<file path="src/rtl/alu_pkg.sv">
// Shared definitions for the 8-bit registered ALU, its initiator-side client and the bench.
// Holds the opcode encoding, the result latency and the golden arithmetic model.
package alu_pkg;

    typedef enum logic [1:0] {
        ALU_ADD = 2'b00,
        ALU_SUB = 2'b01,
        ALU_AND = 2'b10,
        ALU_OR  = 2'b11
    } alu_op_e;

    localparam int ALU_LAT = 1;

    // All results are taken modulo 2^8: carry and borrow are dropped.
    function automatic logic [7:0] alu_golden(input alu_op_e op,
                                              input logic [7:0] a,
                                              input logic [7:0] b);
        logic [7:0] r;
        case (op)
            ALU_ADD: r = a + b;
            ALU_SUB: r = a - b;
            ALU_AND: r = a & b;
            default: r = a | b;
        endcase
        return r;
    endfunction

endpackage

</file>
<file path="src/rtl/alu_resp_fifo.sv">
// Synchronous response FIFO with a combinational head (first-word fall-through).
// The head payload reads as zero while the FIFO is empty so outputs are clean after reset.
module alu_resp_fifo #(
    parameter int DEPTH = 4,
    parameter int W     = 13
) (
    input  logic                       clk,
    input  logic                       rst_n,
    input  logic                       push,
    input  logic [W-1:0]               push_data,
    input  logic                       pop,
    output logic [W-1:0]               pop_data,
    output logic                       full,
    output logic                       empty,
    output logic [$clog2(DEPTH):0]     count
);

    localparam int AW = $clog2(DEPTH);

    logic [W-1:0] mem [DEPTH];
    logic [AW:0]  wr_ptr_reg;
    logic [AW:0]  rd_ptr_reg;
    logic         do_push;
    logic         do_pop;

    // The extra pointer bit separates full from empty when the indices coincide.
    assign count    = wr_ptr_reg - rd_ptr_reg;
    assign full     = (count == (AW+1)'(DEPTH));
    assign empty    = (count == '0);
    assign do_push  = push && !full;
    assign do_pop   = pop && !empty;
    assign pop_data = empty ? '0 : mem[rd_ptr_reg[AW-1:0]];

    always_ff @(posedge clk) begin
        if (do_push) begin
            mem[wr_ptr_reg[AW-1:0]] <= push_data;
        end
    end

    always_ff @(posedge clk or negedge rst_n) begin
        if (!rst_n) begin
            wr_ptr_reg <= '0;
            rd_ptr_reg <= '0;
        end else begin
            if (do_push) begin
                wr_ptr_reg <= wr_ptr_reg + 1'b1;
            end
            if (do_pop) begin
                rd_ptr_reg <= rd_ptr_reg + 1'b1;
            end
        end
    end

endmodule

</file>
<file path="src/rtl/alu_client.sv">
// Initiator-side ALU controller: issues tagged requests to a one-cycle registered ALU,
// checks each result against the golden model and queues tagged responses.
module alu_client
    import alu_pkg::*;
#(
    parameter int DEPTH = 4,
    parameter int TAG_W = 4
) (
    input  logic             clk,
    input  logic             rst_n,
    input  logic             req_valid,
    output logic             req_ready,
    input  logic [1:0]       req_op,
    input  logic [7:0]       req_a,
    input  logic [7:0]       req_b,
    input  logic [TAG_W-1:0] req_tag,
    output logic [1:0]       alu_op,
    output logic [7:0]       alu_a,
    output logic [7:0]       alu_b,
    input  logic [7:0]       alu_y,
    output logic             resp_valid,
    input  logic             resp_ready,
    output logic [7:0]       resp_y,
    output logic [TAG_W-1:0] resp_tag,
    output logic             resp_err,
    output logic [7:0]       err_count
);

    localparam int PW = 8 + TAG_W + 1;
    localparam int CW = $clog2(DEPTH);

    logic             accept;
    logic             s1_v_reg;
    logic [TAG_W-1:0] s1_tag_reg;
    logic [7:0]       s1_gold_reg;
    logic             s2_v_reg;
    logic [TAG_W-1:0] s2_tag_reg;
    logic [7:0]       s2_gold_reg;
    logic [7:0]       err_count_reg;

    logic             push;
    logic             push_err;
    logic [PW-1:0]    push_data;
    logic             pop;
    logic [PW-1:0]    pop_data;
    logic             fifo_full;
    logic             fifo_empty;
    logic [CW:0]      fifo_count;
    logic [CW+1:0]    used;

    // Every accepted request owns a FIFO slot from issue onwards, so a push never meets a full FIFO.
    assign used      = {1'b0, fifo_count}
                     + {{(CW+1){1'b0}}, s1_v_reg}
                     + {{(CW+1){1'b0}}, s2_v_reg};
    assign req_ready = !fifo_full && (used < (CW+2)'(DEPTH));
    assign accept    = req_valid && req_ready;

    // Operands hold their last accepted values between requests.
    always_ff @(posedge clk or negedge rst_n) begin
        if (!rst_n) begin
            alu_op <= 2'b00;
            alu_a  <= 8'h00;
            alu_b  <= 8'h00;
        end else if (accept) begin
            alu_op <= req_op;
            alu_a  <= req_a;
            alu_b  <= req_b;
        end
    end

    always_ff @(posedge clk or negedge rst_n) begin
        if (!rst_n) begin
            s1_v_reg    <= 1'b0;
            s1_tag_reg  <= '0;
            s1_gold_reg <= 8'h00;
            s2_v_reg    <= 1'b0;
            s2_tag_reg  <= '0;
            s2_gold_reg <= 8'h00;
        end else begin
            s1_v_reg <= accept;
            if (accept) begin
                s1_tag_reg  <= req_tag;
                s1_gold_reg <= alu_golden(alu_op_e'(req_op), req_a, req_b);
            end
            s2_v_reg    <= s1_v_reg;
            s2_tag_reg  <= s1_tag_reg;
            s2_gold_reg <= s1_gold_reg;
        end
    end

    // Stage 2 lines up with the ALU's registered output for the same request.
    assign push      = s2_v_reg;
    assign push_err  = (alu_y != s2_gold_reg);
    assign push_data = {alu_y, s2_tag_reg, push_err};

    always_ff @(posedge clk or negedge rst_n) begin
        if (!rst_n) begin
            err_count_reg <= 8'h00;
        end else if (push && push_err && (err_count_reg != 8'hFF)) begin
            err_count_reg <= err_count_reg + 8'h01;
        end
    end

    assign err_count = err_count_reg;

    alu_resp_fifo #(
        .DEPTH (DEPTH),
        .W     (PW)
    ) u_fifo (
        .clk       (clk),
        .rst_n     (rst_n),
        .push      (push),
        .push_data (push_data),
        .pop       (pop),
        .pop_data  (pop_data),
        .full      (fifo_full),
        .empty     (fifo_empty),
        .count     (fifo_count)
    );

    assign resp_valid = !fifo_empty;
    assign pop        = resp_valid && resp_ready;
    assign resp_y     = pop_data[PW-1 -: 8];
    assign resp_tag   = pop_data[TAG_W:1];
    assign resp_err   = pop_data[0];

endmodule

</file>
<file path="config.mk">
export PLATFORM = sky130hd
export DESIGN_NAME = alu_client
export DESIGN_NICKNAME = d
export VERILOG_FILES = /design/src/rtl/alu_pkg.sv /design/src/rtl/alu_resp_fifo.sv /design/src/rtl/alu_client.sv
export SDC_FILE = /design/constraint.sdc
export NUM_CORES = 1
export LEC_CHECK = 0
export CORE_MARGIN = 2
export CORE_UTILIZATION = 54
export CTS_CLUSTER_DIAMETER = 100
export CTS_CLUSTER_SIZE = 40
export DETAILED_ROUTE_END_ITERATION = 16
export GPL_TIMING_DRIVEN = 1
export HOLD_SLACK_MARGIN = 0.05
export PLACE_DENSITY = 0.8
export SLEW_MARGIN = 40
export SYNTH_ARGS = -nofsm -noshare
export SYNTH_HDL_FRONTEND = slang
export SYNTH_SLANG_ARGS = --single-unit
</file>
<file path="constraint.sdc">
create_clock -name clk -period 2.9 [get_ports clk]
set_clock_uncertainty 0.05 [all_clocks]
set_input_delay 0.58 -clock clk [delete_from_list [all_inputs] [get_ports clk]]
set_output_delay 0.58 -clock clk [all_outputs]
set_load 0.005 [all_outputs]
</file>
Word level (Yosys, flattened, before mapping)
Memory sizes are Yosys's and may differ from the RTL's.
Cells that the tools add are included.
{ "totals": {"regBits": 58, "mem_bits_rw": 52, "output_inout_bits": 41, "memories": 1} }
{ "op_classes": {"addsub": 8, "order_cmp": 1, "eq_ne": 5, "n_mux": 4, "bitwise": 2, "reduce_logical": 11} }
{ "mem_list": {"columns": ["memory", "words", "width", "read_ports", "rd_clocked_by_memory_dff", "wr", "line_no", "text"], "rows": [
  ["u_fifo.mem", 4, 13, 1, 0, 1, "alu_resp_fifo.sv:20", "logic [W-1:0] mem [DEPTH];"]
]} }
{ "op_table": {"columns": ["operator", "n"], "rows": [
  ["case mux 8 bit (3 select lines)", 1],
  ["2-to-1 mux 13 bit", 1],
  ["adder 8 x 1 -> 8 bit (second input constant)", 1],
  ["adder 8 bit", 1],
  ["AND 8 bit", 1],
  ["!= test 8 bit", 1],
  ["!= test 8 bit (second input constant)", 1],
  ["bitwise OR 8 bit", 1],
  ["subtractor 8 bit", 1],
  ["logical AND 1 bit", 7],
  ["adder 3 x 1 -> 3 bit (second input constant)", 2],
  ["adder 3 x 1 -> 4 bit", 1],
  ["adder 4 x 1 -> 4 bit", 1],
  ["less-than comparator 4 x 3 -> 1 bit (second input constant)", 1],
  ["equality test 3 bit (second input constant)", 1],
  ["zero test 3 bit", 1],
  ["subtractor 3 bit", 1],
  ["equality test 2 x 1 -> 1 bit (second input constant)", 1],
  ["equality test 2 bit (second input constant)", 1],
  ["zero test 1 bit", 2],
  ["zero test 2 bit", 1],
  ["2-to-1 mux 1 bit", 2]
]} }

Depth between registers and ports, before layout
{ "logic_depth": {"word_depth": 6, "mapped_depth": 11, "depth_no_buf": 10} }

Modules after synthesis
Synthesis repeated with hierarchy kept, for this count alone.
{ "hier_totals": {"hier_cells": 392, "hier_area_um2": 4996.0} }
{ "by_module_without_submodules": {"columns": ["module", "instances", "cells_per_inst", "area_per_inst_um2", "seq_area_each_um2"], "rows": [
  ["alu_client", 1, 267, 2587.5, 1301.2],
  ["alu_resp_fifo", 1, 125, 2408.6, 1711.6]
]} }

Least setup slack after synthesis
No wires, ideal clock.
{ "synth_path": {"path_kind": "input-to-reg", "from": "input port req_op[1]", "to": "register s1_gold_reg[6]", "setup_ns": 0.130, "t_arrival_ns": 2.506, "setup_slack_ns": 0.214, "path_stages": 10, "cell_sequence": "buf_2 > nor2b_1 > buf_2 > mux2_2 > fa_1 > nor2b_1 > o21ai_1 > a21boi_0 > mux2i_1 > a31oi_1"} }
{ "synth_via": {"elab_chain_cells": 2} }
{ "synth_rtl": {"columns": ["element", "line_no", "text"], "rows": [
  ["start: declaration", "alu_client.sv:13", "input logic [1:0] req_op,"],
  ["equality test 2 bit, or another cell as far along", "alu_pkg.sv:19", "case (op)"],
  ["case mux 8 bit (3 select lines) *", "alu_pkg.sv:19", null],
  ["end signal: assignment", "alu_client.sv:83", "s1_gold_reg <= alu_golden(alu_op_e'(req_op), req_a, req_b);"],
  ["end: declaration", "alu_client.sv:35", "logic [7:0] s1_gold_reg;"]
]} }
Mark *: on every way between the ends. The rest lies on a longest branch, timed or not.
A chain may end at the register's enable or synchronous reset.

Final worst setup path
{ "layout_path": {"from": "register u_fifo.rd_ptr_reg[0]", "to": "output port resp_y[6]"} }
{ "layout_via": {"elab_chain_cells": 3} }
{ "layout_rtl": {"columns": ["element", "line_no", "text"], "rows": [
  ["start: declaration", "alu_resp_fifo.sv:22", "logic [AW:0] rd_ptr_reg;"],
  ["start signal: assignment", "alu_resp_fifo.sv:49", "rd_ptr_reg <= rd_ptr_reg + 1'b1;"],
  ["subtractor 3 bit", "alu_resp_fifo.sv:27", "assign count = wr_ptr_reg - rd_ptr_reg;"],
  ["zero test 3 bit", "alu_resp_fifo.sv:29", "assign empty = (count == '0);"],
  ["2-to-1 mux 13 bit *", "alu_resp_fifo.sv:32", "assign pop_data = empty ? '0 : mem[rd_ptr_reg[AW-1:0]];"],
  ["end: declaration", "alu_client.sv:23", "output logic [7:0] resp_y,"]
]} }
Marked as above.

==> summary by stage <==
Run status
The flow ran to the end, but the final reports show violations. The checks that failed: negative setup slack.

Floorplan
The top-level port count is 75. The vertical die dimension is 99.4 µm. The floorplan step set the die width to 99.4 µm.

The core area is 8760 µm². The effective utilization at floorplan is 0.561. The standard-cell row count is 34.

The floorplan step defined a die boundary enclosing 9880 µm².

Setup path
The start-to-end type of the worst setup path is flop to primary output. The worst path arrival time is 2370 ps. In this run the worst path has a maximum fanout of 6.

The required arrival time at the worst endpoint is 2270 ps. The sort of element at the end of the critical path is a primary output. The number of cells on the worst reg-to-reg path is 6.

The startpoint of the most critical register-to-register path is u_fifo.rd_ptr_reg[0]$_DFFE_PN0P_. The startpoint type of the worst setup path is a flop. The origin of the worst setup path is u_fifo.rd_ptr_reg[0]$_DFFE_PN0P_.

Cells and area
The total non-filler cell area in the finished layout is approximately 6200 µm². 0 antenna diodes ended up in the layout. In the final design database the tool counted 540 nets. The library cells used most frequently in the layout, excluding fill and tap cells, are 69 x nand2_1, 60 x clkdlybuf4s50_1, 58 x dfrtp_1. For this run, the number of standard cells in the final layout without fillers is 599. Leaving out fill and tap cells, the most frequent cell in the layout is nand2_1. The number of flip-flops in the largest register is 52. From synthesis to final layout, the design area changed by 27.1%. The ratio of cells with drive above 1 in the final layout is 0.185.

Route
For this block, the routed nets add up to 10.0 mm of wire. The per-cell routed wire length is 16.7 µm. The first detailed-routing pass took 4 iterations. In this run, the number of DRC markers left after iteration 0 of detailed routing was 117. In this run the remaining antenna-violating nets after routing total 0.

The total number of vias is 3235. After detailed routing, the number of remaining DRC violations is 0. After detailed routing, the number of vias per cell comes to 5.40.

Yosys
The mean instance size in the synthesized netlist is 13.0 µm². The most used flip-flop cell after synthesis is dfrtp_1. The number of standard cells after synthesis is 379. Yosys mapped a number of flops with a built-in enable equal to 52. The share of synthesized registers carrying an async set or reset is 0.527. The synthesized netlist occupies a cell area of 4910 µm².

For this run, the register share of the synthesized area comes to 0.613. Counting distinct cell types in the post-synthesis netlist gives 43. The count of state elements after synthesis is 110. During synthesis, Yosys emitted a total of 0 warnings. The post-synthesis net count is 433.

Global route
Across every metal layer, demand over resource in global routing totals 0.217. The residual overflow from global routing is 0. The initial antenna violation count was 0. Entering global routing, the biggest net connects 43 pins. The wire length of the first global-routing pass is 16.6 mm. The number of global-route vias before repair came to 3483.

Place
After detailed placement, the total cell area comes to approximately 5900 µm². The worst-case setup slack after placement is -286 ps. Port buffering added 74 buffers.

The number of placed instances, taps included, is about 570. The last weighted congestion value of the routability-driven placer is 0.859. The half-perimeter wire length after placement is 7.10 mm.

Timing
The max-slew violation count came to 0. Once routing completed, OpenROAD measured the worst setup slack at -103 ps. The headroom to the max-slew limit is 0.537. Setup violations remaining at the end of the flow were counted as 2. In the finished design, the share of the clock period the worst path needs comes to 1.04.

The slew at the pin closest to its max-slew limit is 694 ps. The final hold violation count is 0. Static timing analysis puts the maximum clock frequency at 333 MHz.

The tightest hold path in the finished design has a slack of 62.8 ps. The minimum period implied by the final worst setup slack is 3000 ps. Setup repair after global routing could not meet its margin everywhere.

CTS
Hold repair after CTS inserted 0 buffers. The clock latency of the later-clocked register in the worst-skew pair is 370 ps. The number of H-tree branching levels is 3.

Counting the buffers created by CTS gives 9. The clock passes through at most 2 buffers. The clock root buffer is clkbuf_8.

The clock sink count is 110. The clock-pin slew reported for the worst setup and hold paths after clock tree synthesis is 110 ps. TritonCTS built the clock tree.

Power and ir drop
Of the total power, the share spent switching nets is 0.351. The cell internal power dissipation is between 0.004 and 0.005 W. The static power due to leakage is 2.62 nW.

The switching power is 0.00240 W. The share of total power dissipated in sequential elements is 0.366. The total power draw is between 0.006 and 0.007 W.

The fraction of power consumed by combinational cells is 0.505. The clock network power share is 0.129. VDD sags by at most around 590 µV. For this design the ratio of total power to cell area is 1090 nW/µm².

Job
Across the run, the number of max-cap violations was 0.

Hold path
The worst hold-check path type is input port to async pin.
## path summary, 6_finish.rpt
path | endpoint | slack (ps)
setup / recovery | resp_y[6] | -100
hold / removal | alu_a[3]$_DFFE_PN0P_ | 60
setup reg to reg | u_fifo.mem[1][12]$_DFFE_PP_ | 250
hold reg to reg | s2_gold_reg[3]$_DFF_PN0_ | 330
max in group asynchronous | s1_gold_reg[6]$_DFFE_PN0P_ | 1890
min in group clk | s2_gold_reg[3]$_DFF_PN0_ | 330
## routing by layer
layer	share of wire	vias up	global-route usage
li1	-	1541	-
met1	0.40	1592	0.262
met2	0.52	85	0.385
met3	0.054	17	0.0541
met4	0.020	0	0.0727
met5	0	-	0
## kinds of logic after synthesis
kind of cell / synth area share
XOR/XNOR: 0.0547
multiplexers: 0.0728
AND/OR/NAND/NOR: 0.117
AO/OA/AOI/OAI: 0.0583
adder cells (fa/ha/maj): 0.0601
flip-flops: 0.613
buffers and inverters: 0.0239
## timing repair
item / CTS / global route
setup buffers: 4 / 6
resized for setup: 17 / 27
setup endpoints to repair: 15 / 15
gates cloned: 1 / 0
hold endpoints to repair: 0 / 0
pin swaps: 2 / 5
## worst max-delay path: stages, from the launching register on
cell	delay, ps
dfrtp_1	430
ha_4	170
fa_2	320
xnor3_2	310
nand3_4	140
and2_1	140
clkdlybuf4s50_1	490
## power groups by stage
stage	Clock (W)	Sequential, W	Combinational [W]
after floorplan	0	0.00248	0.00166
after global placement	0	0.00249	0.00291
after detailed placement	0	0.00253	0.00302
after CTS	0.000900	0.00250	0.00329
after global routing	0.000970	0.00256	0.00380
final	0.000883	0.00250	0.00345
## cell type report
type                    count  area [µm²]
clock buffers               9         124
fillers                   618        2520
well taps                 108         135
repair buffers            109        1010
multi-input cells         242        1840
clock inverters             7        67.6
flip-flops and latches    110        3010
inverters                  14        52.6
## Yosys cell counts, types with 2 or more instances
library cell,number,share of area
mux2_2,4,0.0092
a21oi_1,9,0.0092
nand2_1,69,0.053
ha_1,18,0.046
xnor2_1,16,0.029
mux2i_1,2,0.0041
xor2_1,12,0.021
nor2b_1,5,0.0064
fa_1,2,0.0081
and2_1,16,0.020
a21o_1,2,0.0031
and4_1,2,0.0036
and3_1,3,0.0038
nor3_1,4,0.0041
nor2_1,8,0.0061
nand3_1,4,0.0041
clkbuf_1,4,0.0031
o21a_1,3,0.0046
mux4_2,13,0.060
maj3_1,3,0.0061
nand4_1,4,0.0051
buf_2,10,0.010
dfrtp_1,58,0.30
o21ai_0,20,0.020
inv_1,13,0.0099
nor4_1,2,0.0025
a31oi_1,5,0.0064
edfxtp_1,52,0.32
o31ai_1,2,0.0031
## per-stage QoR
stage                      util  setup TNS, ps
after CTS                 0.705           -777
after floorplan               -              0
after global routing      0.713           -598
final                     0.713           -200
after global placement    0.675           -563
after detailed placement  0.675           -777
No activity file was read; power rests on OpenSTA's default activity.
